### config.mk
export PLATFORM = sky130hd
export DESIGN_NAME = t04_mem_responder
export DESIGN_NICKNAME = d
export VERILOG_FILES = /design/src/rtl/t04_mem_responder.sv
export SDC_FILE = /design/constraint.sdc
export NUM_CORES = 1
export LEC_CHECK = 0
export ABC_CLOCK_PERIOD_IN_PS = 2370
export BUFFER_PORTS_ARGS = -buffer_cell sky130_fd_sc_hd__buf_2
export CORE_ASPECT_RATIO = 1.4
export CORE_MARGIN = 4
export CORE_UTILIZATION = 29
export CTS_BUF_LIST = sky130_fd_sc_hd__clkbuf_4
export DETAILED_ROUTE_END_ITERATION = 10
export SLEW_MARGIN = 5
export SYNTH_ARGS = -nofsm -noshare
export SYNTH_HDL_FRONTEND = slang
export SYNTH_SLANG_ARGS = --single-unit
### constraint.sdc
create_clock -name clk -period 2.37 [get_ports clk]
set_clock_uncertainty 0.1 [all_clocks]
set_input_delay 0.237 -clock clk [delete_from_list [all_inputs] [get_ports clk]]
set_output_delay 0.237 -clock clk [all_outputs]
set_load 0.05 [all_outputs]
### src/rtl/t04_mem_responder.sv
// rtl/t04_mem_responder.sv - memory-side responder: one CPU fetch/load/store per Wishbone-classic cycle
module t04_mem_responder #(
  parameter int unsigned TIMEOUT   = 255,
  parameter logic [31:0] FETCH_ERR = 32'h0000_0013,
  parameter logic [31:0] DATA_ERR  = 32'hDEAD_BEEF
) (
  input  logic        clk,
  input  logic        rst,
  input  logic [31:0] req_addr,
  input  logic [31:0] req_wdata,
  input  logic        req_read,
  input  logic        req_write,
  input  logic        req_fetch,
  output logic [31:0] instruction,
  output logic [31:0] memload,
  output logic        i_ack,
  output logic        d_ack,
  output logic        bus_err,
  output logic        busy,
  output logic [31:0] wb_adr_o,
  output logic [31:0] wb_dat_o,
  output logic [3:0]  wb_sel_o,
  output logic        wb_we_o,
  output logic        wb_cyc_o,
  output logic        wb_stb_o,
  input  logic [31:0] wb_dat_i,
  input  logic        wb_ack_i
);

  typedef enum logic [1:0] {ST_IDLE, ST_BUS, ST_ACK} state_t;
  typedef enum logic [1:0] {K_FETCH, K_LOAD, K_STORE} kind_t;

  localparam logic [15:0] TMAX = 16'(TIMEOUT - 1);

  state_t      state_q, state_d;
  kind_t       kind_q, kind_d;
  logic [31:0] adr_q, adr_d;
  logic [31:0] dat_q, dat_d;
  logic        cyc_q, cyc_d;
  logic        we_q, we_d;
  logic [15:0] timer_q, timer_d;
  logic [31:0] instr_q, instr_d;
  logic [31:0] mem_q, mem_d;
  logic        i_ack_q, i_ack_d;
  logic        d_ack_q, d_ack_d;
  logic        err_q, err_d;

  logic unused_addr_lsb;
  assign unused_addr_lsb = ^req_addr[1:0];

  always_ff @(posedge clk) begin
    if (!rst) begin
      state_q <= ST_IDLE;
      kind_q  <= K_FETCH;
      adr_q   <= '0;
      dat_q   <= '0;
      cyc_q   <= 1'b0;
      we_q    <= 1'b0;
      timer_q <= '0;
      instr_q <= '0;
      mem_q   <= '0;
      i_ack_q <= 1'b0;
      d_ack_q <= 1'b0;
      err_q   <= 1'b0;
    end else begin
      state_q <= state_d;
      kind_q  <= kind_d;
      adr_q   <= adr_d;
      dat_q   <= dat_d;
      cyc_q   <= cyc_d;
      we_q    <= we_d;
      timer_q <= timer_d;
      instr_q <= instr_d;
      mem_q   <= mem_d;
      i_ack_q <= i_ack_d;
      d_ack_q <= d_ack_d;
      err_q   <= err_d;
    end
  end

  always_comb begin
    state_d = state_q;
    kind_d  = kind_q;
    adr_d   = adr_q;
    dat_d   = dat_q;
    cyc_d   = cyc_q;
    we_d    = we_q;
    timer_d = timer_q;
    instr_d = instr_q;
    mem_d   = mem_q;
    i_ack_d = 1'b0;
    d_ack_d = 1'b0;
    err_d   = 1'b0;
    case (state_q)
      ST_IDLE: begin
        if (req_write || req_read || req_fetch) begin
          adr_d   = {req_addr[31:2], 2'b00};
          cyc_d   = 1'b1;
          timer_d = '0;
          state_d = ST_BUS;
          // Store beats load when both are raised; the load is simply dropped.
          if (req_write) begin
            kind_d = K_STORE;
            dat_d  = req_wdata;
            we_d   = 1'b1;
          end else begin
            kind_d = req_read ? K_LOAD : K_FETCH;
            dat_d  = '0;
            we_d   = 1'b0;
          end
        end
      end
      ST_BUS: begin
        if (wb_ack_i) begin
          cyc_d   = 1'b0;
          we_d    = 1'b0;
          state_d = ST_ACK;
          i_ack_d = (kind_q == K_FETCH);
          d_ack_d = (kind_q != K_FETCH);
          if (kind_q == K_FETCH) instr_d = wb_dat_i;
          if (kind_q == K_LOAD)  mem_d   = wb_dat_i;
        end else if (timer_q == TMAX) begin
          cyc_d   = 1'b0;
          we_d    = 1'b0;
          state_d = ST_ACK;
          err_d   = 1'b1;
          i_ack_d = (kind_q == K_FETCH);
          d_ack_d = (kind_q != K_FETCH);
          if (kind_q == K_FETCH) instr_d = FETCH_ERR;
          if (kind_q == K_LOAD)  mem_d   = DATA_ERR;
        end else begin
          timer_d = timer_q + 16'd1;
        end
      end
      ST_ACK: state_d = ST_IDLE;
      default: state_d = ST_IDLE;
    endcase
  end

  assign instruction = instr_q;
  assign memload     = mem_q;
  assign i_ack       = i_ack_q;
  assign d_ack       = d_ack_q;
  assign bus_err     = err_q;
  assign busy        = (state_q != ST_IDLE);
  assign wb_adr_o    = adr_q;
  assign wb_dat_o    = dat_q;
  assign wb_sel_o    = cyc_q ? 4'hF : 4'h0;
  assign wb_we_o     = we_q;
  assign wb_cyc_o    = cyc_q;
  assign wb_stb_o    = cyc_q;

endmodule

# Word-level counts from Yosys, hierarchy flattened
# Index checks and enable logic that the tools add are counted.
# W data, S select, Z words.
# classes
n_bitwise	2
eq_ne	7
n_reduce_logical	16
muxes	32
addsub	1
# ops
operator	count
$mux W32	9
$mux W16	3
$pmux W16 S2	1
$add A16 B1 Y16 const B	1
$eq A16 B8 Y1 const B	1
$mux W1	11
$reduce_and A3 Y1	3
$mux W2	4
$reduce_bool A2 Y1	4
$ne A2 B2 Y1 const B	3
$reduce_and A2 Y1	3
$eq A2 B1 Y1 const B	2
$logic_not A2 Y1	2
$mux W4	1
$pmux W1 S2	2
$pmux W2 S2	1
$reduce_and A4 Y1	1
$ne A3 B3 Y1 const B	1
$reduce_or A3 Y1	1
$logic_or A1 B1 Y1	2
$not A1 Y1	2
# totals
out_inout_bits	139
ff_bits	151
inputBits	102
elab_cells	70

# Longest topological paths before layout
# logic_depth
depth_word	4
depth_mapped	8
depth_no_buf	7

# Least setup slack after synthesis
# OpenSTA, ideal clock, no wires.
# synth_path
path_kind	register -> register
from	register timer_q[0]
to	register mem_q[10] (netlist: memload[10])
synth_period_minus_slack_ns	1.819
path_buffers	1
t_required_ns	2.151
setup_ns	0.119
setup_slack_ns	0.551
stages_incl_launch_ff	9
t_arrival_ns	1.600
path_cell_list	dfxtp_1 inv_1 ha_1 nor2b_1 and4_4 a21oi_4 nor2_8 buf_6 o221a_1
# synth_between
elab_chain_len	3
# synth_lines
item	line	rtl
start, declared	41	logic [15:0] timer_q, timer_d;
start signal, assigned	72	timer_q <= timer_d;
$eq A16 B8 Y1	122	end else if (timer_q == TMAX) begin
$reduce_bool A2 Y1 (no source line)	-	
$reduce_and A3 Y1 (no source line)	-	
end signal, assigned	74	mem_q <= mem_d;
end, declared	43	logic [31:0] mem_q, mem_d;
# No other way between the ends.
# A chain may end at the register's enable or synchronous reset.

# Worst setup path in the final report
# layout_path
from	register state_q[1]
to	register mem_q[1] (netlist: memload[1])
# layout_between
elab_chain_len	2
# layout_lines
item	line	rtl
start, declared	35	state_t state_q, state_d;
start signal, assigned	66	state_q <= state_d;
$eq A2 B1 Y1	94	case (state_q)
$reduce_and A3 Y1 (no source line)	-	
# No other way between the ends.

==> results.sh <==
export IMPL_outcome="completed"
export IMPL_busiest_layer="met2"
export IMPL_rr_worst_depth=4
export IMPL_design_die_area_um2=21560
export IMPL_cts_buffers_inserted=17
export IMPL_holdPathStages=4
export IMPL_cts_sinks=151
export IMPL_syn_area_um2=5582
export IMPL_drtAntennaViolNets=0
export IMPL_final_min_clock_period_ps=2007
export IMPL_die_h_um=172.2
export IMPL_synthToLayoutAreaGrowth_pct=47.79
export IMPL_synthCells=592
export IMPL_worst_slew_pin_slew_ps=935.9
export IMPL_fill_cells=1834
export IMPL_nNetsFinal=1015
export IMPL_start_util_pct=29.77
export IMPL_cts_root_buf="clkbuf_4"
export IMPL_grt_use_met2_pct=30.44
export IMPL_cts_setup_buffers=0
export IMPL_finalSetupViolations=0
export IMPL_worst_hold_slack_ps=113.0
export IMPL_gr_usage_all_layers_pct=16.15
export IMPL_crit_path_end_kind="register"
export IMPL_portBuffers=236
export IMPL_setup_tns_final_ps=0
export IMPL_clockBufferDepth=2
export IMPL_leakage_nw=3.771
export IMPL_min_path_type="input pin to register"
export IMPL_cts_tree="done"
export IMPL_drt_iter0_markers=244
export IMPL_dr_pass1_iters=6
export IMPL_clk_pin_slew_ps=160
export IMPL_utilization_pct=43.99
export IMPL_wl_mm=17.96
export IMPL_gp_congestion=0.7977
export IMPL_rsz0062_at_grt="no"
export IMPL_final_seq_area_um2=3023
export IMPL_worstPathRequired_ps=2790
export IMPL_r2r_slack_ps=360
export IMPL_grt_pass1_vias=5505
export IMPL_path_max_fanout=24
export IMPL_worst_slack_ps=363.3
export IMPL_max_vdd_ir_drop_mv=0.2606
export IMPL_vias_per_cell=4.776
export IMPL_worstSetupStartpointType="register"
export IMPL_dp_hpwl_mm=11.96
export IMPL_ys_warn_count=0
export IMPL_synth_seq_area_share_pct=54.16
export IMPL_multi_input_area_um2=2292
export IMPL_max_cap_violations=0
export IMPL_ctsHtreeMaxLevel=4
export IMPL_max_freq_mhz=498.3
export IMPL_grt_overflow=0
export IMPL_antenna_found_initial=2
export IMPL_slew_headroom_pct=37.61
export IMPL_dp_slack_ps=394.5
export IMPL_clk_latency_ps=550
export IMPL_fp_dieW_um=125.3
export IMPL_coreArea_um2=18750
export IMPL_grt_use_met1_pct=16.93
export IMPL_slew_violations=0
export IMPL_slowest_delay_ps=740
export IMPL_grt_max_degree=74
export IMPL_core_rowCount=59
export IMPL_vias=5588
export IMPL_met3_usage_pct=3.616
export IMPL_yosysUniqueCellTypes=50
export IMPL_boundaryPins=241
export IMPL_path_cells="and2b_1 > nand3b_1 > or2_1 > o221a_2"
export IMPL_layout_drive_gt1_share_pct=33.23
export IMPL_grt_pass1_wl_mm=28.16
export IMPL_slowest_stage="or2_1"
export IMPL_p_per_area_nw_per_um2=679.1
export IMPL_synth_seq_cells=151
export IMPL_fin_crit_sh_pct=84.67
export IMPL_avgSynthCellArea_um2=9.428
export IMPL_critPathKind="register to register"
export IMPL_hold_viol_final=0
export IMPL_critical_path_arrival_ps=2420
export IMPL_drc=0
export IMPL_wire_per_inst_um=15.35
layer usage:
metal	part of all wire [%]	vias to the layer above
li1	-	2769
met4	3.5	2
met5	0.072	-
met2	54	159
met1	38	2614
met3	4.1	44
flip-flops by register name, indices dropped and copies added, names as in the netlist:
name	count
d_ack	1
bus_err	1
state_q	2
i_ack	1
wb_adr_o	30
instruction	32
wb_we_o	1
kind_q	2
timer_q	16
wb_dat_o	32
memload	32
wb_cyc_o	1
worst max-delay path: cells and delay by family, from the launching register on:
family	cells	cell delay, ps
simple gates	3	1140
compound gates	1	340
flops	1	380
cell usage after synthesis (all sizes together):
cell type / count / area share (%)
a21o: 4 / 0.54
o311ai: 2 / 0.31
a211o: 2 / 0.31
o21ai: 42 / 4.0
and2: 1 / 0.11
or2: 2 / 0.22
nor2b: 1 / 0.11
and4: 1 / 0.20
nand4: 8 / 0.90
clkbuf: 25 / 1.7
nor3b: 2 / 0.27
a21oi: 75 / 6.9
nor4: 3 / 0.45
buf: 25 / 2.9
o2bb2ai: 1 / 0.16
o221a: 28 / 5.6
nor3: 8 / 0.99
a31oi: 5 / 0.56
and2b: 1 / 0.13
nand3b: 2 / 0.27
ha: 2 / 0.45
nand2: 107 / 7.2
or4: 1 / 0.13
o22a: 3 / 0.47
o31ai: 1 / 0.13
a32oi: 2 / 0.31
a41oi: 1 / 0.16
nor2: 19 / 1.9
conb: 1 / 0.067
o41ai: 2 / 0.31
a21boi: 1 / 0.13
o22ai: 2 / 0.22
dfxtp: 151 / 54
inv: 7 / 0.47
nand2b: 4 / 0.45
and3: 7 / 0.78
nand3: 11 / 0.99
a22o: 32 / 5.0
metrics by stage:
step	cell area [µm²]	power [W]	cells
after floorplan	5585	0.003555	593
after global placement	6973	0.003873	1039
after detailed placement	6973	0.003881	1039
after CTS	8244	0.005682	1168
after global routing	8247	0.005877	1169
final	8249	0.005602	1170
cells in the final DEF (no fill, tap or decap), types with 13 or more instances in the layout:
master and count:
o221a_1 20, nor2_1 13, clkbuf_4 17, dlygate4sd3_1 97
nand2_1 107, dfxtp_1 151, o21ai_0 39, a21oi_1 74
a22o_1 32, buf_2 236, buf_4 14
worst paths after layout:
path | startpoint | end
worst max-delay path | state_q[1] | memload[1]
worst min-delay path | wb_ack_i | timer_q[3]
worst max register to register | state_q[1] | memload[1]
worst min register to register | wb_adr_o[15] | wb_adr_o[15]
final cells by class:
| class | count | share of cell area (%) |
|---|---|---|
| antenna | 2 | 0.06067 |
| clock buffer | 17 | 1.547 |
| clock inverter | 15 | 2.093 |
| inverter | 7 | 0.3185 |
| multi-input combinational | 385 | 27.79 |
| sequential | 151 | 36.64 |
| tap | 244 | 3.701 |
| timing repair buffer | 349 | 27.85 |
power breakdown:
part	internal [W]	switching [W]	leakage, nW
registers	0.00266	0.0000612	1.23
logic	0.000382	0.000847	2.38
clock network	0.000501	0.00115	0.159
total	0.00355	0.00206	3.77
logic make-up (layout without fill, tap and decap cells):
| logic type | Yosys count | after routing | synth area share [%] |
|---|---|---|---|
| and+or+nand+nor | 178 | 178 | 15.09 |
| adders and majority gates | 2 | 2 | 0.4483 |
| AOI/OAI and AO/OA | 203 | 203 | 25.20 |
| other | 1 | 4 | 0.06718 |
| buffers and inverters | 57 | 388 | 5.044 |
| DFF | 151 | 151 | 54.16 |
timing repair:
| action | 4_1_cts | 5_1_grt |
|---|---|---|
| hold buffers | 97 | 0 |
| hold endpoints to repair | 127 | 0 |
| gates resized for setup | 0 | 0 |
(Power assumes the default switching activity.)
